$ cat src/rtl/polybius_pkg.sv
// Shared types, constants and the row/column digit check for the Polybius encryptor controller.
package polybius_pkg;

   localparam logic [7:0] GRID_DIM  = 8'd5;
   localparam logic [7:0] CODE_BASE = 8'd10;

   typedef enum logic [1:0] {
      LOAD = 2'd0,
      ENC  = 2'd1,
      EMIT = 2'd2
   } ctrl_state_e;

   // A legal code is row*10+col with both digits in 1..GRID_DIM.
   function automatic logic code_valid(input logic [7:0] code);
      logic [7:0] tens;
      logic [7:0] units;
      tens  = code / CODE_BASE;
      units = code % CODE_BASE;
      return (tens >= 8'd1) && (tens <= GRID_DIM) &&
             (units >= 8'd1) && (units <= GRID_DIM);
   endfunction

endpackage

$ cat src/rtl/polybius_code_check.sv
// Combinational check of a core result: flags legal codes and zeroes illegal ones.
module polybius_code_check
   import polybius_pkg::*;
(
   input  logic [7:0] code,
   output logic       valid,
   output logic [7:0] clean_code
);

   // Sanitize here so the capture path only ever stores a legal code or zero.
   always_comb begin
      valid = code_valid(code);
      if (valid) begin
         clean_code = code;
      end else begin
         clean_code = 8'd0;
      end
   end

endmodule

$ cat src/rtl/polybius_enc_ctrl.sv
// Sequencing controller: loads a message, feeds it through the encryptor core with a
// rotating key index, then streams the row/column codes out with last and error markers.
module polybius_enc_ctrl
   import polybius_pkg::*;
#(
   parameter  int MSG_LEN = 6,
   parameter  int SEC_LEN = 3,
   localparam int KW      = (SEC_LEN > 1) ? $clog2(SEC_LEN) : 1
) (
   input  logic          clk,
   input  logic          rst,
   input  logic          in_valid,
   output logic          in_ready,
   input  logic [7:0]    in_char,
   output logic          core_req,
   output logic [7:0]    core_char,
   output logic [KW-1:0] core_key_idx,
   input  logic          core_ack,
   input  logic [7:0]    core_code,
   input  logic          core_err,
   output logic          out_valid,
   input  logic          out_ready,
   output logic [7:0]    out_code,
   output logic          out_last,
   output logic          err,
   output logic          busy
);

   localparam int            IW        = (MSG_LEN > 1) ? $clog2(MSG_LEN) : 1;
   localparam logic [IW-1:0] IDX_LAST  = IW'(MSG_LEN - 1);
   localparam logic [KW-1:0] KIDX_LAST = KW'(SEC_LEN - 1);
   localparam logic [1:0]    ST_LOAD   = 2'(LOAD);
   localparam logic [1:0]    ST_ENC    = 2'(ENC);
   localparam logic [1:0]    ST_EMIT   = 2'(EMIT);

   logic [1:0]    state_r;
   logic [IW-1:0] idx_r;
   logic [KW-1:0] kidx_r;
   logic          err_r;
   logic [7:0]    buf_r [MSG_LEN];

   logic          load_s;
   logic          enc_s;
   logic          emit_s;
   logic          idx_last_s;
   logic          chk_valid_s;
   logic [7:0]    chk_code_s;
   logic          ack_ok_s;
   logic [7:0]    cap_code_s;

   polybius_code_check u_code_check (
      .code       (core_code),
      .valid      (chk_valid_s),
      .clean_code (chk_code_s)
   );

   // State decode and the value written back into the buffer on a core ack.
   always_comb begin
      load_s     = (state_r == ST_LOAD);
      enc_s      = (state_r == ST_ENC);
      emit_s     = (state_r == ST_EMIT);
      idx_last_s = (idx_r == IDX_LAST);
      if (!core_err && chk_valid_s) begin
         ack_ok_s   = 1'b1;
         cap_code_s = chk_code_s;
      end else begin
         ack_ok_s   = 1'b0;
         cap_code_s = 8'd0;
      end
   end

   // Handshake outputs are forced low while reset is asserted.
   assign in_ready     = !rst && load_s;
   assign core_req     = !rst && enc_s;
   assign core_char    = buf_r[idx_r];
   assign core_key_idx = kidx_r;
   assign out_valid    = !rst && emit_s;
   assign out_code     = buf_r[idx_r];
   assign out_last     = !rst && emit_s && idx_last_s;
   assign err          = !rst && emit_s && err_r;
   assign busy         = !rst && !load_s;

   // State, counters, the shared message buffer and the sticky error flag.
   always_ff @(posedge clk) begin
      if (rst) begin
         state_r <= ST_LOAD;
         idx_r   <= '0;
         kidx_r  <= '0;
         err_r   <= 1'b0;
         for (int i = 0; i < MSG_LEN; i++) begin
            buf_r[i] <= 8'd0;
         end
      end else begin
         case (state_r)
            ST_LOAD: begin
               if (in_valid) begin
                  buf_r[idx_r] <= in_char;
                  if (idx_last_s) begin
                     state_r <= ST_ENC;
                     idx_r   <= '0;
                     kidx_r  <= '0;
                  end else begin
                     idx_r <= idx_r + IW'(1);
                  end
               end
            end
            ST_ENC: begin
               if (core_ack) begin
                  buf_r[idx_r] <= cap_code_s;
                  if (!ack_ok_s) begin
                     err_r <= 1'b1;
                  end
                  if (idx_last_s) begin
                     state_r <= ST_EMIT;
                     idx_r   <= '0;
                  end else begin
                     idx_r  <= idx_r + IW'(1);
                     kidx_r <= (kidx_r == KIDX_LAST) ? '0 : kidx_r + KW'(1);
                  end
               end
            end
            ST_EMIT: begin
               if (out_ready) begin
                  if (idx_last_s) begin
                     state_r <= ST_LOAD;
                     idx_r   <= '0;
                     err_r   <= 1'b0;
                  end else begin
                     idx_r <= idx_r + IW'(1);
                  end
               end
            end
            default: begin
               state_r <= ST_LOAD;
               idx_r   <= '0;
               kidx_r  <= '0;
               err_r   <= 1'b0;
            end
         endcase
      end
   end

endmodule

$ cat config.mk
export PLATFORM = sky130hd
export DESIGN_NAME = polybius_enc_ctrl
export DESIGN_NICKNAME = d
export VERILOG_FILES = /design/src/rtl/polybius_pkg.sv /design/src/rtl/polybius_code_check.sv /design/src/rtl/polybius_enc_ctrl.sv
export SDC_FILE = /design/constraint.sdc
export NUM_CORES = 1
export LEC_CHECK = 0
export CELL_PAD_IN_SITES_DETAIL_PLACEMENT = 1
export CELL_PAD_IN_SITES_GLOBAL_PLACEMENT = 1
export CORE_MARGIN = 2
export CORE_UTILIZATION = 43
export CTS_BUF_LIST = sky130_fd_sc_hd__clkbuf_4 sky130_fd_sc_hd__clkbuf_8 sky130_fd_sc_hd__clkbuf_16
export CTS_CLUSTER_DIAMETER = 120
export DETAILED_ROUTE_END_ITERATION = 8
export GPL_TIMING_DRIVEN = 0
export PLACE_DENSITY_LB_ADDON = 0.05
export SYNTH_ARGS = -nofsm -noshare
export SYNTH_HDL_FRONTEND = slang
export SYNTH_SLANG_ARGS = --single-unit
$ cat constraint.sdc
create_clock -name clk -period 5.3 [get_ports clk]
set_clock_uncertainty 0.15 [all_clocks]
set_input_delay 0.795 -clock clk [delete_from_list [all_inputs] [get_ports clk]]
set_output_delay 0.795 -clock clk [all_outputs]
set_load 0.01 [all_outputs]
==> results of run 1 <==
routing by layer:
| layer | vias to the layer above | routed length, um | GRT usage |
|---|---|---|---|
| met1 | 1495 | 4720 | 0.287 |
| met4 | 0 | 166 | 0.0708 |
| met2 | 77 | 5370 | 0.369 |
| met3 | 14 | 368 | 0.0383 |
| li1 | 1379 | - | - |
| met5 | - | 0 | 0 |
registers in the layout (all words and copies together), names as in the netlist, named ones only:
register,count
state_r,2
core_key_idx,2
err_r,1
buf_r,64
idx_r,3
power by group:
group / switching (mW) / total (mW) / internal (mW) / leakage [nW]
clock: 0.225 / 0.490 / 0.264 / 0.113
combinational: 0.128 / 0.254 / 0.126 / 0.898
sequential: 0.00708 / 0.669 / 0.662 / 0.732
synth_stat cells (all sizes together) (8+ instances only):
cell type / instances / area, um^2
mux4: 16 / 360
nand2: 24 / 90.1
mux2: 8 / 90.1
buf: 20 / 136
clkbuf: 10 / 37.5
dfxtp: 11 / 220
nor2b: 39 / 244
a21oi: 8 / 40.0
o31ai: 9 / 81.3
inv: 8 / 30.0
nor2: 35 / 131
edfxtp: 64 / 1920
worst max-delay path, delay by kind of cell:
kind / cells / cell delay [ps]
buf+inv: 2 / 720
fa+ha+maj: 1 / 230
simple gates: 6 / 1490
compound gates: 6 / 1540
xor+xnor: 1 / 290
logic make-up (layout without fill, tap and decap cells):
logic type	count (synthesis)	after routing	synth area share
compound gates	51	51	0.0990
simple gates	141	141	0.184
buf+inv	38	97	0.0495
fa+ha+maj	3	3	0.00850
xor+xnor	8	8	0.0170
mux	29	29	0.122
flops	75	75	0.520
worst paths after layout:
| path | slack [ps] | from | endpoint | depth (start not counted) |
|---|---|---|---|---|
| setup / recovery | 280 | core_code[3] | buf_r[4][4] | 16 |
| hold reg to reg | 360 | err_r | err_r | 2 |
| hold / removal | 360 | err_r | err_r | 2 |
| setup reg to reg | 2350 | state_r[0] | buf_r[4][4] | 8 |
cell type report:
type	instances	area [um^2]	share of cell area
buffer	30	174	0.0353
sequential	75	2140	0.435
tap	129	161	0.0328
clock inverter	7	92.6	0.0188
multi-input combinational	232	1770	0.360
inverter	8	30.0	0.00609
timing repair buffer	43	430	0.0874
clock buffer	9	124	0.0251
==> qor.csv, run 1 <==
metric;value;unit
outcome;completed;
path_clk_slew;80;ps
worstSetupEndpointType;register;
tritoncts;built;
wl_per_cell;19.9;um
min_period_over_period;0.948;
grt_pass1_wl;16600;um
synth-warning-count;0;
fill_cells;989;
syn_inst;345;
ios;46;
fin_setup_tns;0;ps
start_util;0.444;
design_area;0.00493;mm^2
grt_util_all_layers;0.218;
stdcell_count;533;
drv_slew;0;
cp_slowest_stage_delay;670;ps
die_y;102;um
via_per_inst;5.56;
synth_edf_count;64;
core;0.00928;mm^2
drcViolationCount;0;
n_antenna_cell;0;
total_power;1.41;mW
finalWorstSetupSlack;276;ps
rows;35;
place_hpwl;7340;um
route.vias.total;2965;
place.gp.congestion;0.885;
critPathKind;input pin to register;
place_area;0.00471;mm^2
critPathMostFrequentCell;o31ai_1;
root_buffer;clkbuf_8;
cp.required;5360;ps
power_density;287;mW/mm^2
cts_hold_buf;0;
cp-start-kind;input pin;
die_w;102;um
max_freq;199;MHz
post-place-cells;517;
syn_nets;369;
hold_viol;0;
io_buffers;43;
drt-total-wl;10600;um
htree_num_levels;3;
nNetsFinal;423;
area_growth;19.6;%
slew_headroom;0.404;
synthesis.area;0.00412;mm^2
ant_nets;0;
utilization;0.531;
grt_pass1_vias;3049;
rsz0062_at_grt;false;
power.leakage;1.74;nW
layout_common_cells;64 x edfxtp_1, 43 x clkdlybuf4s50_1, 39 x nor2b_1, 35 x nor2_1, 24 x nand2_1;
clkSinkCount;75;
synth_area_per_cell;11.9;um^2
cts_resized;0;
dr.pass1.iters;4;
drv_cap;0;
insertion_delay;350;ps
crit_chain;clkdlybuf4s50_1 > or3b_1 > a22o_1 > a22oi_4 > and2_1 > xor2_1 > ha_1 > nor3_1 > nor2_1 > o31ai_1 > a31oi_1 > o41ai_1 > or4_1 > buf_2 > o31ai_1 > nor2b_1;
peakVddDrop;0.000144;V
period_needed;5020;ps
max-clock-path-buffers;2;
timing.hold.ws;364;ps
yosysSeqAreaShare;0.520;
place_ws;4.81;ps
antenna_found_initial;0;
drt-initial-drc-count;95;
grt_overflow_total;0;
ys_types;59;
layout_commonest_cell;edfxtp_1;
slowest_stage;o31ai_1;
setup_viol;0;
cp.arrival;5080;ps
die-area;0.0104;mm^2
synthArstFlopShare;0;
cp_max_fo;9;
tightest_slew;894;ps
cts_buffers;9;
synth_flop_cell;edfxtp_1;
cts_setup_buffers;0;
hold_path_class;register to register;
drive_above_1_share;0.161;
grt_start_max_net_pins;14;
synth_seq_cells;75;
No activity file was read; power rests on OpenSTA's default activity.
==> inputs of run 2 (changes only) <==
SKIP_CTS_REPAIR_TIMING = 1   (was not set)
==> results of run 2 <==
No change in the layout: final DEF, timing and power equal those of run 1.
